<file path="config.mk">
export PLATFORM = sky130hd
export DESIGN_NAME = fadd_norm
export DESIGN_NICKNAME = d
export VERILOG_FILES = /design/src/rtl/fadd_norm.sv
export SDC_FILE = /design/constraint.sdc
export NUM_CORES = 1
export LEC_CHECK = 0
export ABC_CLOCK_PERIOD_IN_PS = 5800
export BUFFER_PORTS_ARGS = -buffer_cell sky130_fd_sc_hd__buf_4
export CAP_MARGIN = 15
export CORE_ASPECT_RATIO = 0.6
export CORE_MARGIN = 2
export CORE_UTILIZATION = 52
export DETAILED_ROUTE_END_ITERATION = 16
export GPL_TIMING_DRIVEN = 1
export PLACE_DENSITY = 0.74
export SYNTH_ARGS = -nofsm -noshare
export SYNTH_HDL_FRONTEND = slang
export SYNTH_SLANG_ARGS = --single-unit
</file>
<file path="constraint.sdc">
create_clock -name clk -period 5.8 [get_ports clk]
set_input_delay 0.29 -clock clk [delete_from_list [all_inputs] [get_ports clk]]
set_output_delay 0.29 -clock clk [all_outputs]
set_load 0.03 [all_outputs]
</file>
<file path="src/rtl/fadd_norm.sv">
// fadd_norm: two-stage FP adder normalizer (LZA coarse shift, one-bit correction).
// Define FADD_NORM_DENORM_EN to produce denormals on underflow instead of flush-to-zero.
module fadd_norm #(
    parameter int WIDTH = 25,
    parameter int EXPW  = 8
) (
    input  logic                       clk,
    input  logic                       rst_n,
    input  logic                       in_valid,
    output logic                       in_ready,
    input  logic                       in_sign,
    input  logic [EXPW-1:0]            in_exp,
    input  logic [WIDTH-1:0]           in_mant,
    input  logic [$clog2(WIDTH):0]     in_lza_cnt,
    input  logic                       in_lza_err,
    output logic                       out_valid,
    input  logic                       out_ready,
    output logic                       out_sign,
    output logic [EXPW-1:0]            out_exp,
    output logic [WIDTH-1:0]           out_mant,
    output logic                       out_zero,
    output logic                       out_uf,
    output logic                       out_mispred
);
    localparam int CW = $clog2(WIDTH) + 1;

    logic             v1, v2, adv2;
    logic             sign1, err1, z1, uf1;
    logic [EXPW-1:0]  e1;
    logic [WIDTH-1:0] m1;

    logic             zin, uf_s1;
    logic [CW-1:0]    cs;
    logic [EXPW:0]    sh_req, sh;
    logic [EXPW-1:0]  e_s1;
    logic [WIDTH-1:0] m_s1;

    logic             need, app, uf2, zero_n, mis_n;
    logic [EXPW-1:0]  exp_n;
    logic [WIDTH-1:0] mant_n;

    assign adv2      = ~v2 | out_ready;
    assign in_ready  = ~v1 | adv2;
    assign out_valid = v2;

    // Shift is clamped to in_exp when it would underflow, so e1 never goes negative.
    always_comb begin
        zin    = ~|in_mant;
        cs     = (in_lza_cnt > CW'(WIDTH - 1)) ? CW'(WIDTH - 1) : in_lza_cnt;
        sh_req = (EXPW + 1)'(cs);
        uf_s1  = ~zin & (sh_req > {1'b0, in_exp});
        sh     = uf_s1 ? {1'b0, in_exp} : sh_req;
        m_s1   = zin ? '0 : in_mant << sh;
        e_s1   = zin ? '0 : EXPW'({1'b0, in_exp} - sh);
    end

    // A needed correction at e1==0 is itself an underflow; the clamp leaves m1 unshifted.
    always_comb begin
        need   = ~z1 & ~uf1 & (|m1) & ~m1[WIDTH-1];
        app    = need & (e1 != '0);
        uf2    = uf1 | (need & (e1 == '0));
        exp_n  = app ? e1 - EXPW'(1) : e1;
`ifdef FADD_NORM_DENORM_EN
        mant_n = app ? m1 << 1 : m1;
        zero_n = z1 | (uf2 & ~|mant_n);
`else
        mant_n = uf2 ? '0 : (app ? m1 << 1 : m1);
        zero_n = z1 | uf2;
`endif
        mis_n  = ~zero_n & (err1 ^ app);
    end

    always_ff @(posedge clk) begin
        if (!rst_n) begin
            v1          <= 1'b0;
            v2          <= 1'b0;
            sign1       <= 1'b0;
            err1        <= 1'b0;
            z1          <= 1'b0;
            uf1         <= 1'b0;
            e1          <= '0;
            m1          <= '0;
            out_sign    <= 1'b0;
            out_exp     <= '0;
            out_mant    <= '0;
            out_zero    <= 1'b0;
            out_uf      <= 1'b0;
            out_mispred <= 1'b0;
        end else begin
            if (in_ready) begin
                v1 <= in_valid;
                if (in_valid) begin
                    sign1 <= in_sign;
                    err1  <= in_lza_err;
                    z1    <= zin;
                    uf1   <= uf_s1;
                    e1    <= e_s1;
                    m1    <= m_s1;
                end
            end
            if (adv2) begin
                v2 <= v1;
                if (v1) begin
                    out_sign    <= sign1;
                    out_exp     <= exp_n;
                    out_mant    <= mant_n;
                    out_zero    <= zero_n;
                    out_uf      <= uf2;
                    out_mispred <= mis_n;
                end
            end
        end
    end
endmodule

</file>
# == Word level (Yosys, flattened, before mapping) ==
# Cells that the tools add are included.
# word_totals
regBits,76
input_bits,45
out_inout_bits,39
word_cells,51
# op_classes
addsub,2
magnitude_cmp,2
n_shift,1
n_mux,7
n_bitwise,18
reduce_logical,7
# op_table
operator,count
two-way mux 25 bit,3
OR reduction 25 bit,2
<< shifter 25 x 8 -> 25 bit,1
two-way mux 8 bit,3
> comparator 6 x 8 -> 1 bit,1
logical NOT 8 bit,1
nonzero test 8 bit,1
"subtractor 8 x 1 -> 8 bit, second input constant",1
subtractor 8 bit,1
AND 1 bit,7
"> comparator 6 x 5 -> 1 bit, second input constant",1
two-way mux 6 bit,1
inverter 1 bit,6
bitwise OR 1 bit,4
AND reduction 2 bit,2
logical NOT 1 bit,1
XOR 1 bit,1

# == Depth between registers and ports, before layout ==
# Gate-level depths: netlist (run 1).
# depth
depth_word,9
depth_mapped,22

# == Least setup slack after synthesis (run 1) ==
# No wires, ideal clock.
# synth_path
kind,input to register
from,input in_lza_cnt[3]
to,register e1[7]
arrival_time_ns,3.964
required_ns,5.672
path_slack_ns,1.709
path_stages,22
cell_sequence,a21oi_1 nand2_1 clkinv_1 ha_1 o21ai_1 a21oi_1 a2111oi_4 buf_2 nor4_1 or2_1 inv_2 buf_2 ha_1 nor2b_1 o21ai_0 a21boi_0 o21ai_0 nand2b_1 a211oi_1 xor2_1 a22oi_1 nor2_1
# synth_via
elab_chain_len,7
# synth_lines
item,line_no,rtl
from (decl),14,"input logic [$clog2(WIDTH):0] in_lza_cnt,"
> comparator 6 x 5 -> 1 bit,49,cs = (in_lza_cnt > CW'(WIDTH - 1)) ? CW'(WIDTH - 1) : in_lza_cnt;
two-way mux 6 bit *,49,
> comparator 6 x 8 -> 1 bit,51,"uf_s1 = ~zin & (sh_req > {1'b0, in_exp});"
AND 1 bit,51,
two-way mux 8 bit *,52,"sh = uf_s1 ? {1'b0, in_exp} : sh_req;"
subtractor 8 bit *,54,"e_s1 = zin ? '0 : EXPW'({1'b0, in_exp} - sh);"
two-way mux 8 bit *,54,
to (signal assigned),97,e1 <= e_s1;
to (decl),29,logic [EXPW-1:0] e1;
# Every way passes the cells marked *; elsewhere a longest branch is shown, timed or not.
# A chain may end at the register's enable or synchronous reset.

# == Worst setup path in the final report (run 1) ==
# layout_path
from,input in_lza_cnt[3]
to,register e1[6]
# The elaborated chain is that of the path after synthesis.

==> summary.txt, run 1 <==
Setup path
  – R2r setup slk: approximately 2.8 ns
  – CP most frequent cell: a21oi_1
  – Buf/Inv on CP: 3
  – Crit-path leading delay family: compound AO/OA/AOI/OAI gates
  – RR Startpoint: out_valid
  – Worst r2r path cells: 10
  – Worst path required time: around 6 ns
  – CP startpoint: in_lza_cnt[3]
  – CP max-delay cell: a2111oi_4
  – Cell count along the critical path: 21
  – CP max FO: 25
  – Crit path kind: in -> reg
  – Critical Path Sink Type: flip-flop
  – CP peak stage delay: between 0.7 and 0.8 ns
  – Worst setup path endpoint: e1[6]
  – Startpoint Class: primary input
  – CP cell instances: buf_4, a21oi_1, nand2_1, clkinv_1, ha_1, o21ai_1, a21oi_1, a2111oi_4, nor4_2, nor2_4, inv_4, ha_1, fa_1, nor2b_1, o21ai_0, nand2b_1, a21o_1, a21oi_1, xor2_1, a22oi_1, nor2_1
  – Arr. time, crit path: about 5.2 ns
  – R2r endpoint: m1[16]

Routing
  – Antenna-violating nets left: 0
  – DR vias/cell: around 6.5
  – Pre-Repair DR Iteration Count: 5
  – Vias post-DR: 5544
  – DRC viols: 0
  – Per-cell routed wire length: just under 20 um
  – Final wirelength: between 15000 and 20000 um
  – Initial drt markers: 478

Clocking
  – TritonCTS buffer count: 9
  – H-tree Lvls: 3
  – CTS tree: yes
  – Clk Latency, worst-skew pair: around 0.33 ns
  – Post-CTS Setup Inserts: 0
  – Clock sinks: between 70 and 80
  – Clock buffer depth: 2
  – Post-cts repair resize count: 0
  – Hold buffers post-CTS: 0
  – CTS root buffer: clkbuf_16
  – Worst-path clk slew: approximately 0.060 ns

Timing
  – Fin Setup TNS: 0 ns
  – Clk_skew: about 0.0061 ns
  – Final setup fails: 0
  – Final Cycle Share: 0.861
  – Min Clock Period, post-route: between 4 and 5 ns
  – Fin. Hold Viols: 0
  – FMAX: between 200 and 250 MHz
  – Final Max Slew Viols: 0
  – Worst-Margin Slew: ~1.1 ns
  – Slew HR: 0.255
  – RSZ-0062 raised after global routing: false

Yosys
  – Mapped Avg Cell Area: 8.08 sq um
  – Top cell type's share of synthesized area: 0.286
  – Post-Syn Instances: around 660
  – Post-synthesis register bit count: 76
  – Syn Nets: 718
  – Register area share after synthesis: 0.286
  – Commonest cells in the netlist: 101 x nor2_1, 76 x dfxtp_1, 67 x nand2_1, 53 x mux2i_1, 48 x a21oi_1
  – Most common cell in the netlist: nor2_1
  – Ys Warns: 0
  – Post-synth EDFFs: 0
  – Synth area leaders: dfxtp_1 29%, mux2i_1 10%, nor2_1 7.1%
  – Unique masters post-synth: 76
  – Post-Syn Area: 5310 sq um
  – Yosys top cell by area: dfxtp_1
  – Ys async rst share: 0
  – Top_reg_cell synth: dfxtp_1

Power
  – Peak supply drop: ~0.16 mV
  – Internal: 1.10 mW
  – Flop pwr share: 0.350
  – Clock power share: 0.339
  – P_sw: ~530 uW
  – P_leak: between 2 and 3 nW
  – Post-route total power: 1.63 mW
  – Pwr dens: ~260 nW/um^2
  – Logic pwr share: 0.311
  – Switching part of the total: 0.323

Place
  – GP Congestion: around 1
  – DP Wirelength: roughly 13000 um
  – Port bufs: 83
  – Placed cell areas: between 5000 and 6000 sq um
  – Placed cells: 839

Min path
  – HP Class: in -> reg

Global routing
  – Largest net degree at the start of global routing: 58
  – GR Util All Layers: 0.307
  – Vias in the first global route: approximately 5000
  – Initial antenna violation count: 0
  – First-pass GRT wire length: about 27000 um
  – Grt ovf: 0

Cells and area
  – Fillers: roughly 860
  – Area delta synth->final: 17.6%
  – Non-Filler Instances: ~860
  – Final design utilization: 0.630
  – Final Cell Area: around 6200 sq um
  – Layout cell share with drive strength beyond 1: 0.194
  – ANT cells: 0
  – Nets: roughly 780

Die
  – Die Y: a little over 80 um
  – Core area: about 10000 sq um
  – Die area: 11100 sq um
  – Initial core utilization: 0.536
  – Rows: 28
  – Die X: around 130 um
  – I/O pins: 84

Run status
  – Status: finished clean

Job
  – # Max-Cap Violations: 0
## area by class of cell
class                      count  area [sq um]  area share
multi-input combinational    520          3510       0.561
sequential                    76          1520       0.243
timing repair buffer          91           683       0.109
clock buffer                  15           268      0.0429
tap                          135           169      0.0270
inverter                      18          70.1      0.0112
clock inverter                 1          30.0     0.00481
## layout by cell type, fill, tap and decap left out, drive strengths merged, types with 7 or more instances in the layout
cell,synthesis,routed
a311oi,8,8
dfxtp,76,76
a22oi,13,13
clkbuf,20,15
a32oi,10,10
inv,17,17
a21oi,48,48
ha,14,14
o21ai,17,17
mux2i,53,53
mux2,12,12
nand2,68,68
nand4,7,7
o211ai,9,9
buf,24,91
xor2,9,9
a211oi,13,13
nor4,22,22
nand3,14,14
nor2,103,103
## stage by stage
| step | hold WS, ns | worst slack [ns] |
|---|---|---|
| after global placement | 0.443 | 0.777 |
| after floorplan | 0.407 | 1.71 |
| final | 0.197 | 0.804 |
| after CTS | 0.195 | 0.903 |
| after global routing | 0.211 | 0.352 |
| after detailed placement | 0.449 | 0.575 |
## power by group through the flow
stage	combinational (mW)	sequential (mW)	clock (mW)
3_3_place_gp	0.482	0.580	0
6_report	0.507	0.571	0.554
2_1_floorplan	0.342	0.595	0
5_1_grt	0.546	0.573	0.582
3_5_place_dp	0.492	0.581	0
4_1_cts	0.495	0.570	0.558
## routing by layer
metal | global-route usage | vias up | wire length, um
li1 | - | 2557 | -
met1 | 0.455 | 2697 | 8160
met2 | 0.453 | 270 | 7040
met3 | 0.0726 | 20 | 1600
met4 | 0.0621 | 0 | 161
met5 | 0 | - | 0
## worst min path at each step
stage / depth (start not counted) / end / start / slack (ns)
2_1_floorplan: 2 / v1 / in_valid / 0.41
3_3_place_gp: 2 / out_sign / sign1 / 0.44
3_5_place_dp: 2 / out_exp[1] / out_exp[1] / 0.45
4_1_cts: 3 / err1 / in_lza_err / 0.19
5_1_grt: 3 / err1 / in_lza_err / 0.21
6_report: 3 / err1 / in_lza_err / 0.20
## state kept, by name (all words and copies together) (netlist names)
register and cells:
m1 25, out_mant 25, e1 8, out_exp 8, err1 1, out_mispred 1, out_sign 1, out_uf 1
out_valid 1, out_zero 1, sign1 1, uf1 1, v1 1, z1 1
## worst min-delay path: cells and delay by family
family	cells	cell delay, ns
buffers and inverters	1	0.08
and+or+nand+nor	1	0.07
muxes	1	0.05
## kinds of logic after synthesis
group                    Yosys count  share of synthesized area
AND/OR/NAND/NOR                  255                      0.223
XOR/XNOR                          12                     0.0198
flip-flops                        76                      0.286
other                              1                   0.000706
multiplexers                      70                      0.148
adder cells (fa/ha/maj)           15                     0.0367
buffers and inverters             62                     0.0542
AO/OA/AOI/OAI                    167                      0.231
Power figures use the tool's default switching activity.
==> inputs of run 2 (changes only) <==
--- a/config.mk
+++ b/config.mk
@@ -8,12 +8,14 @@
 export ABC_CLOCK_PERIOD_IN_PS = 5800
 export BUFFER_PORTS_ARGS = -buffer_cell sky130_fd_sc_hd__buf_4
 export CAP_MARGIN = 15
+export CELL_PAD_IN_SITES_DETAIL_PLACEMENT = 1
+export CELL_PAD_IN_SITES_GLOBAL_PLACEMENT = 1
 export CORE_ASPECT_RATIO = 0.6
 export CORE_MARGIN = 2
-export CORE_UTILIZATION = 52
+export CORE_UTILIZATION = 43
 export DETAILED_ROUTE_END_ITERATION = 16
 export GPL_TIMING_DRIVEN = 1
-export PLACE_DENSITY = 0.74
+export PLACE_DENSITY_LB_ADDON = 0.1
 export SYNTH_ARGS = -nofsm -noshare
 export SYNTH_HDL_FRONTEND = slang
 export SYNTH_SLANG_ARGS = --single-unit
==> summary.txt, run 2 (synthesis results as in run 1) <==
Cells and area
  – Area of the multi-input gates: 3510 sq um (unchanged)
  – Most common cell after layout, fill and taps aside: nor2_1
  – Most frequent cells in the layout: 101 x nor2_1, 95 x buf_4, 76 x dfxtp_1
  – Area delta synth->final: 19.9%
  – Storage element area: 1520 sq um (unchanged)
  – ANT cells: 0 (unchanged)
  – Nets: 780 (+0.52%)
  – Fillers: 1453 (+70%)
  – Regs by FF count: m1: 25 flops, out_mant: 25 flops
  – Layout cell share with drive strength beyond 1: 0.203 (+0.00858)

Die
  – I/O pins: 84 (unchanged)
  – Rows: 31 (+11%)
  – Die area: 13300 sq um (+20%)
  – Die X: 148 um (+9.7%)
  – Die Y: 90.1 um (+9.5%)
  – Initial core utilization: 0.441 (-0.0955)
  – Core area: 12100 sq um (+22%)

Clocking
  – TritonCTS buffer count: 9 (unchanged)
  – CTS tree: yes
  – Post-cts repair resize count: 0 (unchanged)
  – Hold buffers post-CTS: 0 (unchanged)
  – CTS root buffer: clkbuf_16
  – Clock sinks: 76 (unchanged)
  – Clk Latency, worst-skew pair: 0.33 ns (about the same)
  – H-tree Lvls: 3 (unchanged)
  – Clock buffer depth: 2 (unchanged)
  – Post-CTS Setup Inserts: 0 (unchanged)
  – Worst-path clk slew: 0.06 ns (about the same)

Timing
  – Final Max Slew Viols: 0 (unchanged)
  – Clk_skew: 0.00580 ns (-0.000321 ns)
  – Fin Setup TNS: 0 ns (unchanged)
  – Final hold slack: 0.186 ns (-0.0104 ns)
  – RSZ-0062 raised after global routing: false
  – Slew HR: 0.302 (+0.0473)
  – FMAX: 211 MHz (+5.5%)
  – Setup ws final: 1.07 ns (+0.262 ns)
  – Min Clock Period, post-route: 4.73 ns (-0.262 ns)
  – Worst-Margin Slew: 1.04 ns (-0.0780 ns)
  – Final setup fails: 0 (unchanged)
  – Fin. Hold Viols: 0 (unchanged)
  – Final Cycle Share: 0.816 (-0.0452)

Min path
  – HP Class: in -> reg

Global routing
  – Initial antenna violation count: 0 (unchanged)
  – Vias in the first global route: 5550 (+11%)
  – Grt ovf: 0 (unchanged)
  – Largest net degree at the start of global routing: 58 (unchanged)
  – GR Util All Layers: 0.295 (-0.0122)
  – First-pass GRT wire length: 31100 um (+17%)

Setup path
  – Critical Path Sink Type: flip-flop
  – Crit path kind: in -> reg
  – RR Startpoint: out_valid
  – CP max FO: 20 (-20%)
  – Worst setup path endpoint: e1[7]
  – Startpoint Class: primary input
  – CP startpoint: in_lza_cnt[3]
  – Arr. time, crit path: 4.93 ns (-0.26 ns)
  – Worst r2r path cells: 10 (unchanged)
  – R2r setup slk: 2.76 ns (about the same)
  – Worst path required time: 6.00 ns (about the same)
  – R2r endpoint: m1[24]

Run status
  – Status: finished clean

Routing
  – Pre-Repair DR Iteration Count: 5 (unchanged)
  – Initial drt markers: 433 (-9.4%)
  – DR vias/cell: 6.14 (-5.2%)
  – Per-cell routed wire length: 21.6 um (+9.1%)
  – Vias post-DR: 5465 (-1.4%)
  – DRC viols: 0 (unchanged)
  – Antenna-violating nets left: 0 (unchanged)
  – Final wirelength: 19200 um (+13%)

Job
  – # Max-Cap Violations: 0 (unchanged)

Power
  – Pwr dens: 275 nW/um^2 (+5.3%)
  – Peak supply drop: 0.162 mV (+0.82%)
  – Post-route total power: 1.75 mW (+7.3%)
  – P_leak: 2.65 nW (+1.8%)

Place
  – Port bufs: 83 (unchanged)
  – GP Congestion: 0.949 (-2.5%)
  – DP Wirelength: 14700 um (+16%)
  – Setup WS pre-CTS: 0.803 ns (+0.228 ns)
==> run 2: cell count changes in the layout (fill, tap and decap cells not counted), sizes merged <==
cell	delta
clkbuf	-3
clkinv	+1
bufinv	+2
buf	+4
==> run 2: through the flow <==
step / utilization / std cells / cell area (sq um)
after floorplan: - / 658 / 5310
after global placement: 0.498 / 873 / 6010
after detailed placement: 0.498 / 873 / 6010
after CTS: 0.527 / 889 / 6360
after global routing: 0.528 / 890 / 6370
final: 0.528 / 890 / 6370
==> run 2: layout make-up <==
class,instances,area share
clock buffers,12,0.0403
clock inverters,4,0.0149
inverters,18,0.0110
multi-input cells,520,0.551
flip-flops and latches,76,0.239
well taps,165,0.0324
repair buffers,95,0.112
==> run 2: how the worst min path moves through the flow <==
stage / start / end / cells past startpoint
6_report: in_sign / sign1 / 3
5_1_grt: in_sign / sign1 / 3
4_1_cts: in_sign / sign1 / 3
3_5_place_dp: out_sign / out_sign / 2
3_3_place_gp: out_sign / out_sign / 2
2_1_floorplan: in_valid / v1 / 2
==> run 2: power breakdown <==
part	switching (mW)	internal (mW)	total, mW
clock network	0.214	0.443	0.657
logic	0.319	0.203	0.522
registers	0.0247	0.547	0.572
==> run 2: critical path, stage by stage <==
cell and delay (ns):
buf_4 0.11, a21oi_1 0.32, nand2_1 0.26, clkinv_1 0.25, ha_1 0.29, o21ai_1 0.14
a21oi_1 0.10, a2111oi_4 0.74, o31a_1 0.27, or2_1 0.11, buf_4 0.27, inv_2 0.07
ha_1 0.27, nor2b_1 0.13, o21ai_0 0.23, a21boi_0 0.16, o21ai_0 0.17, nand2b_1 0.11
a211oi_1 0.31, xor2_1 0.10, a22oi_1 0.17, nor2_1 0.06
==> run 2: routing by layer <==
layer	vias to the layer above	global-route usage	wire length (um)
li1	2563	-	-
met1	2699	0.430	9340
met2	187	0.434	8130
met5	-	0	0
met4	0	0.0465	155
met3	16	0.0893	1620
